$ cat config.mk
export PLATFORM = sky130hd
export DESIGN_NAME = seq_pattern_detector
export DESIGN_NICKNAME = d
export VERILOG_FILES = /design/src/rtl/seq_pattern_detector.sv
export SDC_FILE = /design/constraint.sdc
export NUM_CORES = 1
export LEC_CHECK = 0
export CORE_MARGIN = 5
export CORE_UTILIZATION = 48
export DETAILED_ROUTE_END_ITERATION = 7
export HOLD_SLACK_MARGIN = 0.05
export MAX_ROUTING_LAYER = met4
export PLACE_DENSITY = 0.71
export SYNTH_ARGS = -nofsm -noshare
export SYNTH_HDL_FRONTEND = slang
export SYNTH_SLANG_ARGS = --single-unit
$ cat constraint.sdc
create_clock -name CLK -period 5.1 [get_ports CLK]
set_clock_uncertainty 0.05 [all_clocks]
set_input_delay 0.765 -clock CLK [delete_from_list [all_inputs] [get_ports CLK]]
set_output_delay 0.765 -clock CLK [all_outputs]
set_load 0.005 [all_outputs]
$ cat src/rtl/seq_pattern_detector.sv
`default_nettype none
// ============================================================================
// Module      : seq_pattern_detector
// Description : Run-time loadable serial pattern detector. It supports
//               overlapping or non-overlapping matching and keeps a
//               saturating match counter.
//               Optional feature macro: SEQ_DET_MASK_EN (adds a per-bit
//               don't-care mask).
// Revision    : 1.0 - initial release
// ============================================================================
module seq_pattern_detector #(
    parameter int PAT_WIDTH = 4,
    parameter int CNT_WIDTH = 8
) (
    input  logic                 CLK,
    input  logic                 RST,
    input  logic                 In1,
    input  logic                 In_valid,
    input  logic [PAT_WIDTH-1:0] Pattern,
`ifdef SEQ_DET_MASK_EN
    input  logic [PAT_WIDTH-1:0] Pattern_mask,
`endif
    input  logic                 Pattern_load,
    input  logic                 Overlap,
    input  logic                 Cnt_clr,
    output logic                 Out1,
    output logic [CNT_WIDTH-1:0] Match_count,
    output logic                 Cnt_sat,
    output logic                 Armed
);

    localparam int                    c_FILL_W    = $clog2(PAT_WIDTH + 1);
    localparam logic [c_FILL_W-1:0]   c_FILL_FULL = c_FILL_W'(PAT_WIDTH);
    localparam logic [c_FILL_W-1:0]   c_FILL_ONE  = c_FILL_W'(1);
    localparam logic [CNT_WIDTH-1:0]  c_CNT_MAX   = '1;
    localparam logic [CNT_WIDTH-1:0]  c_CNT_ONE   = CNT_WIDTH'(1);

    typedef enum logic [1:0] {
        S_UNARMED = 2'd0,
        S_FILL    = 2'd1,
        S_SEARCH  = 2'd2
    } state_t;

    state_t                 r_state;
    logic [PAT_WIDTH-1:0]   r_hist;
    logic [PAT_WIDTH-1:0]   r_pat;
    logic [c_FILL_W-1:0]    r_fill;
    logic                   r_out1;
    logic [CNT_WIDTH-1:0]   r_count;
    logic                   r_sat;
    logic                   r_armed;

    logic                   w_consume;
    logic [PAT_WIDTH-1:0]   w_hist_nxt;
    logic [c_FILL_W-1:0]    w_fill_nxt;
    logic                   w_full;
    logic [PAT_WIDTH-1:0]   w_diff;
    logic                   w_match;
    logic [CNT_WIDTH-1:0]   w_cnt_nxt;

`ifdef SEQ_DET_MASK_EN
    logic [PAT_WIDTH-1:0]   r_mask;
    assign w_diff = (w_hist_nxt ^ r_pat) & ~r_mask;
`else
    assign w_diff = w_hist_nxt ^ r_pat;
`endif

    // A load in the same cycle swallows the incoming bit.
    assign w_consume  = (r_state != S_UNARMED) && In_valid && !Pattern_load;
    assign w_hist_nxt = {r_hist[PAT_WIDTH-2:0], In1};
    assign w_fill_nxt = (r_fill == c_FILL_FULL) ? r_fill : r_fill + c_FILL_ONE;
    assign w_full     = (w_fill_nxt == c_FILL_FULL);
    assign w_match    = w_consume && w_full && (w_diff == '0);
    assign w_cnt_nxt  = (r_count == c_CNT_MAX) ? r_count : r_count + c_CNT_ONE;

    always_ff @(posedge CLK) begin
        if (RST) begin
            r_state <= S_UNARMED;
            r_hist  <= '0;
            r_pat   <= '0;
            r_fill  <= '0;
            r_out1  <= 1'b0;
            r_count <= '0;
            r_sat   <= 1'b0;
            r_armed <= 1'b0;
`ifdef SEQ_DET_MASK_EN
            r_mask  <= '0;
`endif
        end else begin
            r_out1 <= w_match;

            if (Pattern_load) begin
                r_pat   <= Pattern;
`ifdef SEQ_DET_MASK_EN
                r_mask  <= Pattern_mask;
`endif
                r_hist  <= '0;
                r_fill  <= '0;
                r_state <= S_FILL;
                r_armed <= 1'b1;
            end else if (w_consume) begin
                r_hist <= w_hist_nxt;
                // Non-overlapping: restart the fill so no bit is reused.
                if (w_match && !Overlap) begin
                    r_fill  <= '0;
                    r_state <= S_FILL;
                end else begin
                    r_fill  <= w_fill_nxt;
                    r_state <= w_full ? S_SEARCH : S_FILL;
                end
            end

            if (Cnt_clr) begin
                r_count <= '0;
                r_sat   <= 1'b0;
            end else if (w_match) begin
                r_count <= w_cnt_nxt;
                if (w_cnt_nxt == c_CNT_MAX) begin
                    r_sat <= 1'b1;
                end
            end
        end
    end

    assign Out1        = r_out1;
    assign Match_count = r_count;
    assign Cnt_sat     = r_sat;
    assign Armed       = r_armed;

endmodule
`default_nettype wire

==> results.sh, run 1 <==
export IMPL_portBuffers=21
export IMPL_drt_total_wl_mm=2.36
export IMPL_ys_warn_count=0
export IMPL_fin_area_mm2=0.00142
export IMPL_yosys_register_bits=23
export IMPL_post_cts_resized=0
export IMPL_n_antenna_cell=0
export IMPL_critPathKind="in -> reg"
export IMPL_slowest_delay_ps=650
export IMPL_rsz0062_at_grt="no"
export IMPL_dieArea_mm2=0.00356
export IMPL_design_portCount=22
export IMPL_clock_path_buffers=2
export IMPL_slowest_stage="clkdlybuf4s50_1"
export IMPL_postCtsHoldBufs=0
export IMPL_path_delay_family="simple AND/OR/NAND/NOR gates"
export IMPL_cp_end_kind="register"
export IMPL_async_flop_share_pct=0
export IMPL_multi_input_area_um2=673
export IMPL_synth_distinct_cells=38
export IMPL_holdPathStages=2
export IMPL_peakVddDrop_v=0.000229
export IMPL_seq_area_um2=460
export IMPL_ys_seq_area_share_pct=38.9
export IMPL_cts_buffers=3
export IMPL_max_freq_mhz=391
export IMPL_relSlewSlack_pct=68.5
export IMPL_clock_latency_ps=310
export IMPL_drc=0
export IMPL_path_depth=5
export IMPL_clkSinkCount=23
export IMPL_hold_violations=0
export IMPL_place_gp_congestion=0.872
export IMPL_crit_fanout=10
export IMPL_drt_iter0_drc=54
export IMPL_syn_inst=133
export IMPL_ys_top_cells_by_count="dfxtp_1, nor2_1, a21oi_1"
export IMPL_dpl_instance_area_mm2=0.00139
export IMPL_grt_pass1_vias=945
export IMPL_grt_max_degree=14
export IMPL_synth_area_mm2=0.00118
export IMPL_timing_final_crit_share_pct=50.2
export IMPL_cts_root_buf="clkbuf_4"
export IMPL_cts_tree="done"
export IMPL_setup_viol=0
export IMPL_cts_setup_buffers=0
export IMPL_p_per_area_mw_per_mm2=211
export IMPL_via_per_inst=5.59
export IMPL_postRouteAntennaNets=0
export IMPL_synth_nets=147
export IMPL_reg2regPathDepth=7
export IMPL_fin_nets=166
export IMPL_hp_class="reg -> reg"
export IMPL_synth_area_top_cells="dfxtp_1, mux2i_1, nor2_1"
export IMPL_clk_pin_slew_ps=120
export IMPL_drive_above_1_share_pct=8.61
export IMPL_firstDrtPassIters=4
export IMPL_synth_main_ff_cell="dfxtp_1"
export IMPL_path_cells="clkdlybuf4s50_1 -> nor4_4 -> nand3_4 -> or4_1 -> a21oi_1"
export IMPL_power_leakage_nw=0.521
export IMPL_h_tree_depth=1
export IMPL_cap_violations=0
export IMPL_yosysTopAreaCell="dfxtp_1"
export IMPL_fillers=214
export IMPL_num_vias=1011
export IMPL_antenna_found_initial=0
export IMPL_outcome="complete, no violations"
export IMPL_synth_most_common_cell="dfxtp_1"
export IMPL_required_ps=5290
export IMPL_initial_core_util_pct=49.1
export IMPL_min_period_ps=2560
export IMPL_core_area_mm2=0.00241
export IMPL_dieWidth_um=59.7
export IMPL_crit_arrival_ps=2750
export IMPL_syn_area_per_cell_um2=8.90
export IMPL_grt_overflow_total=0
export IMPL_tightest_slew_ps=470
export IMPL_synth_edf_count=0
export IMPL_crit_buf_inv=1
export IMPL_yosysTopAreaCellShare_pct=38.9
export IMPL_maxSlewViolCount=0
export IMPL_area_delta_synth_final_pct=20.0
export IMPL_grt_use_total_pct=15.5
export IMPL_grt_pass1_wl_mm=4.17
export IMPL_die_height_um=59.7
export IMPL_final_setup_tns_ps=0
export IMPL_wl_per_cell_um=13.0
export IMPL_post_dp_hpwl_mm=1.82
export IMPL_worst_setup_path_start_kind="primary input"
export IMPL_row_count=18
==> cell usage in the layout (no fill, tap or decap), types with 4 or more instances in the layout <==
cell | synthesis | final
mux2i_1 | 8 | 8
nor2_1 | 21 | 21
nand2_1 | 8 | 8
dfxtp_1 | 23 | 23
nand3_1 | 5 | 5
xor2_1 | 4 | 4
a21oi_1 | 10 | 10
clkdlybuf4s50_1 | 0 | 21
o21ai_0 | 6 | 6
==> registers in the layout (all words and copies together), names as in the netlist <==
signal,count
Match_count,8
r_pat,4
r_fill,3
r_hist,3
r_state,2
Armed,1
Cnt_sat,1
Out1,1
==> per-stage QoR <==
stage               util [%]  hold WS, ps  power (mW)  setup WS, ps  cells
finish                  58.9          432       0.299          2540    181
global route            58.9          467       0.313          2440    181
CTS                     58.9          439       0.304          2570    181
detailed placement      57.8          409       0.221          2250    177
global placement        57.8          398       0.221          2320    177
floorplan                  -          399       0.210          2950    133
==> path summary, 6_finish.rpt <==
kind                start        endpoint  slack (ps)
max reg2reg     r_fill[0]  Match_count[3]        2910
min reg2reg       Cnt_sat         Cnt_sat         430
min               Cnt_sat         Cnt_sat         430
max          Pattern_load  Match_count[3]        2540
==> area by class of cell <==
cell class              count  area share, %
multi-input cells         100           47.4
clock inverters             1          0.352
well taps                  30           2.64
repair buffers             21           14.8
flip-flops and latches     23           32.4
clock buffers               3           1.59
inverters                   3          0.793
==> kinds of logic after synthesis <==
kind of cell,count (synthesis),synth area share [%]
fa+ha+maj,3,3.17
buf+inv,10,4.23
mux,8,6.77
simple gates,55,26.6
xor+xnor,5,3.70
compound gates,29,16.6
flops,23,38.9
==> per-layer routing <==
| metal | share of wire, % | routed length, um | track usage [%] |
|---|---|---|---|
| met5 | 0 | 0 | - |
| met4 | 1.1 | 25 | 4.75 |
| met3 | 4.5 | 107 | 3.89 |
| met2 | 47 | 1100 | 23.6 |
| met1 | 48 | 1120 | 20.3 |
==> worst reg2reg max path, cell delays in order, from the launching register on <==
cell and delay (ps):
dfxtp_1 360, inv_1 100, ha_1 210, and3b_1 220, nor4_4 360, nand3_4 170, or4_1 500, a21oi_1 170
==> power by group <==
| group | internal [mW] | leakage (nW) | total [mW] | switching [mW] |
|---|---|---|---|---|
| Combinational | 0.0168 | 0.316 | 0.0315 | 0.0147 |
| Sequential | 0.183 | 0.187 | 0.186 | 0.00262 |
| Clock | 0.0293 | 0.0177 | 0.0820 | 0.0527 |
No activity file was read; power rests on OpenSTA's default activity.
==> run 2: changes to the inputs <==
--- a/config.mk
+++ b/config.mk
@@ -6,11 +6,11 @@
 export NUM_CORES = 1
 export LEC_CHECK = 0
 export CORE_MARGIN = 5
-export CORE_UTILIZATION = 48
+export CORE_UTILIZATION = 46
 export DETAILED_ROUTE_END_ITERATION = 7
 export HOLD_SLACK_MARGIN = 0.05
 export MAX_ROUTING_LAYER = met4
-export PLACE_DENSITY = 0.71
+export PLACE_DENSITY = 0.72
 export SYNTH_ARGS = -nofsm -noshare
 export SYNTH_HDL_FRONTEND = slang
 export SYNTH_SLANG_ARGS = --single-unit
==> constraint.sdc (replaced) <==
create_clock -name CLK -period 2.2 [get_ports CLK]
set_clock_uncertainty 0.05 [all_clocks]
set_input_delay 0.33 -clock CLK [delete_from_list [all_inputs] [get_ports CLK]]
set_output_delay 0.33 -clock CLK [all_outputs]
set_load 0.005 [all_outputs]
==> results.sh, run 2 (synthesized netlist as in run 1, its figures left out) <==
export IMPL_reg2regPathDepth=7
export IMPL_core_area_mm2=0.00248
export IMPL_p_int_uw=535
export IMPL_worst_setup_path_start_kind="register"
export IMPL_switching_share_pct=24.6
export IMPL_switchingPower_uw=175
export IMPL_fin_nets=173
export IMPL_grt_max_degree=14
export IMPL_post_cts_resized=0
export IMPL_portBuffers=21
export IMPL_multi_input_area_um2=673
export IMPL_crit_buf_inv=1
export IMPL_path_delay_family="simple AND/OR/NAND/NOR gates"
export IMPL_most_common_layout_cells="dfxtp_1, nor2_1, clkdlybuf4s50_1"
export IMPL_maxSlewViolCount=0
export IMPL_grt_use_total_pct=16.3
export IMPL_p_seq_share_pct=60.8
export IMPL_antenna_found_initial=0
export IMPL_n_antenna_cell=0
export IMPL_row_count=18
export IMPL_required_ps=2410
export IMPL_postCtsHoldBufs=0
export IMPL_clk_pin_slew_ps=130
export IMPL_dieArea_mm2=0.00369
export IMPL_cp_end_kind="register"
export IMPL_p_per_area_mw_per_mm2=482
export IMPL_h_tree_depth=1
export IMPL_grt_overflow_total=0
export IMPL_drc=0
export IMPL_hp_class="reg -> reg"
export IMPL_relSlewSlack_pct=75.2
export IMPL_post_dp_hpwl_mm=2.04
export IMPL_timing_final_ws_setup_ps=154
export IMPL_max_freq_mhz=489
export IMPL_rsz0062_at_grt="no"
export IMPL_crit_fanout=5
export IMPL_finalNonFillerCells=188
export IMPL_clock_latency_ps=310
export IMPL_path_cells="inv_1 -> ha_1 -> and3b_1 -> nor4_4 -> nand3_4 -> or4_1 -> a21oi_1"
export IMPL_wl_per_cell_um=13.9
export IMPL_num_vias=1054
export IMPL_cts_buffers=3
export IMPL_place_gp_congestion=0.890
export IMPL_power_leakage_nw=0.554
export IMPL_final_common_cell="dfxtp_1"
export IMPL_comb_power_share_pct=10.9
export IMPL_drt_total_wl_mm=2.62
export IMPL_timing_final_crit_share_pct=93.0
export IMPL_seq_area_um2=460
export IMPL_cap_violations=0
export IMPL_clkPwrFrac_pct=28.3
export IMPL_cts_setup_buffers=0
export IMPL_peakVddDrop_v=0.000499
export IMPL_initial_core_util_pct=47.8
export IMPL_fillers=237
export IMPL_outcome="complete, no violations"
export IMPL_critPathKind="reg -> reg"
export IMPL_cts_root_buf="clkbuf_4"
export IMPL_final_setup_tns_ps=0
export IMPL_largest_reg_flops=8
export IMPL_clkSinkCount=23
export IMPL_via_per_inst=5.61
export IMPL_drive_above_1_share_pct=12.7
export IMPL_area_delta_synth_final_pct=24.4
export IMPL_dpl_worst_slack_ps=24.7
export IMPL_grt_pass1_wl_mm=4.35
export IMPL_postRouteAntennaNets=0
export IMPL_min_period_ps=2050
export IMPL_hold_violations=0
export IMPL_dp_cells=184
export IMPL_design_portCount=22
export IMPL_slowest_stage="or4_1"
export IMPL_slowest_delay_ps=470
export IMPL_holdPathStages=2
export IMPL_die_height_um=60.7
export IMPL_path_depth=7
export IMPL_dieWidth_um=60.7
export IMPL_crit_arrival_ps=2260
export IMPL_cts_tree="done"
export IMPL_drt_iter0_drc=33
export IMPL_clock_path_buffers=2
export IMPL_tightest_slew_ps=369
export IMPL_setup_viol=0
export IMPL_grt_pass1_vias=957
export IMPL_firstDrtPassIters=4
## run 2: cell types whose count changed in the layout (fill, tap and decap cells not counted)
cell / delta
buf_4: +7
## run 2: area by class of cell
class	instances	area share, %
multi-input combinational	100	45.7
tap	30	2.55
timing repair buffer	28	17.8
clock inverter	1	0.340
inverter	3	0.765
clock buffer	3	1.53
sequential	23	31.3
## run 2: layer usage
metal,share of wire (%),GRT usage [%]
met5,0,-
met4,0.73,4.64
met3,4.8,3.19
met2,48,26.3
met1,47,20.6
## run 2: worst paths after layout
kind / start / end / slack, ps
setup / recovery: r_fill[0] / Match_count[3] / 150
hold / removal: Armed / Armed / 430
setup reg to reg: r_fill[0] / Match_count[3] / 150
hold reg to reg: Armed / Armed / 430
## run 2: worst reg2reg max path: stages, from the launching register on
cell and delay (ps):
dfxtp_1 360, inv_1 100, ha_1 230, and3b_1 220, nor4_4 280, nand3_4 120
or4_1 470, a21oi_1 140
## run 2: power by group through the flow
| stage | clock network, mW | registers, mW | logic (mW) |
|---|---|---|---|
| finish | 0.201 | 0.432 | 0.0775 |
| global route | 0.228 | 0.433 | 0.0848 |
| CTS | 0.203 | 0.432 | 0.0787 |
| detailed placement | 0 | 0.441 | 0.0784 |
| global placement | 0 | 0.440 | 0.0756 |
| floorplan | 0 | 0.439 | 0.0476 |
## run 2: stage by stage
step	power, mW	hold WS (ps)	instance area (um^2)	utilization [%]
global route	0.746	451	1470	59.4
CTS	0.714	432	1470	59.4
floorplan	0.487	399	1180	-
global placement	0.516	401	1450	58.3
detailed placement	0.519	407	1450	58.3
finish	0.710	432	1470	59.4
==> variant: new RTL, settings of run 2 <==
`CNT_WIDTH`: 8 -> 7.
--- a/src/rtl/seq_pattern_detector.sv
+++ b/src/rtl/seq_pattern_detector.sv
@@ -10,7 +10,7 @@
 // ============================================================================
 module seq_pattern_detector #(
     parameter int PAT_WIDTH = 4,
-    parameter int CNT_WIDTH = 8
+    parameter int CNT_WIDTH = 7
 ) (
     input  logic                 CLK,
     input  logic                 RST,
Ports: changed (resized Match_count); port bits go from 22 to 21. No check against the original RTL was run, so the function may have changed too.
==> variant against run 2 <==
  * Design area shrank 2.0%
  * Power grew 13%
  * Area after synthesis fell by 3.8%
  * Wire length decreased by 10%
  * Sequential cell count is 1 lower
  * Worst setup slack improved by 0.086 ns
  * Fmax rose by 4.4%
  * Critical endpoint is now Match_count[5]
==> variant: results (changes against run 2) <==
Hold path
  – Hold endpoint: Cnt_sat (was Armed)
  – Hold Startpoint: Cnt_sat (was Armed)

Place
  – Dpl hpwl: 1.87 mm (was 2.04 mm)
  – Buffers added on ports: 20 (was 21)
  – RD Place Congestion: 0.843 (was 0.890)

Layout
  – Final Net Count: 163 (was 173)
  – Area Overhead vs Synth: 26.8% (was 24.4%)
  – Fillers: 215 (was 237)
  – Layout cell share with drive strength beyond 1: 12.8% (was 12.7%)

Routing
  – Initial DRC Count: 18 (was 33)
  – WL/cell: 13.2 um (was 13.9 um)
  – Vias: 941 (was 1,054)

STA
  – Max_slew headroom: 73.2% (was 75.2%)

Power
  – Worst vdd ir: 0.476 mV (was 0.499 mV)
  – Leakage power: 0.000560 uW (was 0.000554 uW)

Logic synthesis
  – Post-synth top cells: dfxtp_1, nor2_1, mux2i_1, nand2_1 (was dfxtp_1, nor2_1, a21oi_1, mux2i_1, nand2_1)
  – Synth top area cells: dfxtp_1, mux2i_1, nor2_1 (unchanged)
  – Yosys cell types: 35 (was 38)

Worst setup path
  – CP arrival: 2.15 ns (was 2.26 ns)
  – R2r setup slk: 0.24 ns (was 0.15 ns)
  – Critical R2R Capture: Match_count[5] (was Match_count[3])
  – Crit-path max FO: 8 (was 5)

Run status
  – Status: complete, no violations (unchanged)

GRT
  – Tot GR Track Use: 15.1% (was 16.3%)
  – Vias in the first global route: 903 (was 957)
-- variant: logic make-up (layout without fill, tap and decap cells) --
| family | after synthesis | count (layout) | synth area share [%] |
|---|---|---|---|
| AO/OA/AOI/OAI | 21 | 21 | 14.0 |
| XOR/XNOR | 6 | 6 | 4.62 |
| adder cells (fa/ha/maj) | 3 | 3 | 3.30 |
| buffers and inverters | 7 | 32 | 2.64 |
| flip-flops | 22 | 22 | 38.7 |
| multiplexers | 12 | 12 | 10.5 |
| AND/OR/NAND/NOR | 52 | 52 | 26.3 |
-- variant: worst max-delay path, stage by stage (launching register included) --
cell and delay [ns]:
dfxtp_1 0.38, inv_1 0.07, ha_1 0.21, and3b_1 0.22, nor4_4 0.36, nand3_4 0.18, nor3_2 0.23, mux2i_1 0.20
-- variant: worst max-delay path by stage --
stage	startpoint	endpoint	slack, ns	cells past startpoint
2_1_floorplan	r_fill[0]	Match_count[5]	0.44	7
3_3_place_gp	In_valid	Match_count[5]	0.17	6
3_5_place_dp	In_valid	Match_count[5]	0.11	6
4_1_cts	r_fill[0]	Match_count[5]	0.22	7
5_1_grt	r_fill[0]	Match_count[5]	0.07	7
6_report	r_fill[0]	Match_count[5]	0.24	7
-- variant: per-stage QoR --
step           hold slack [ns]  instances
6_report                 0.437        178
3_5_place_dp             0.407        174
5_1_grt                  0.452        178
4_1_cts                  0.443        178
2_1_floorplan            0.351        123
3_3_place_gp             0.404        174
-- variant: cell type report --
cell class,instances,area share [%]
multi-input cells,94,46.3
inverters,4,1.04
clock buffers,3,1.56
clock inverters,1,2.08
well taps,30,2.60
repair buffers,24,15.9
flip-flops and latches,22,30.5
-- variant: layer usage --
metal / share of wire (%) / up-vias / track usage, %
met5: 0 / - / -
met4: 1.3 / 0 / 5.70
met3: 4.7 / 4 / 5.18
met2: 45 / 24 / 22.5
met1: 49 / 421 / 18.7
li1: - / 492 / -
-- variant: report_power, final --
group / switching, uW / internal (uW)
logic: 38.2 / 43.1
registers: 6.63 / 407
clock network: 124 / 184
total: 169 / 634
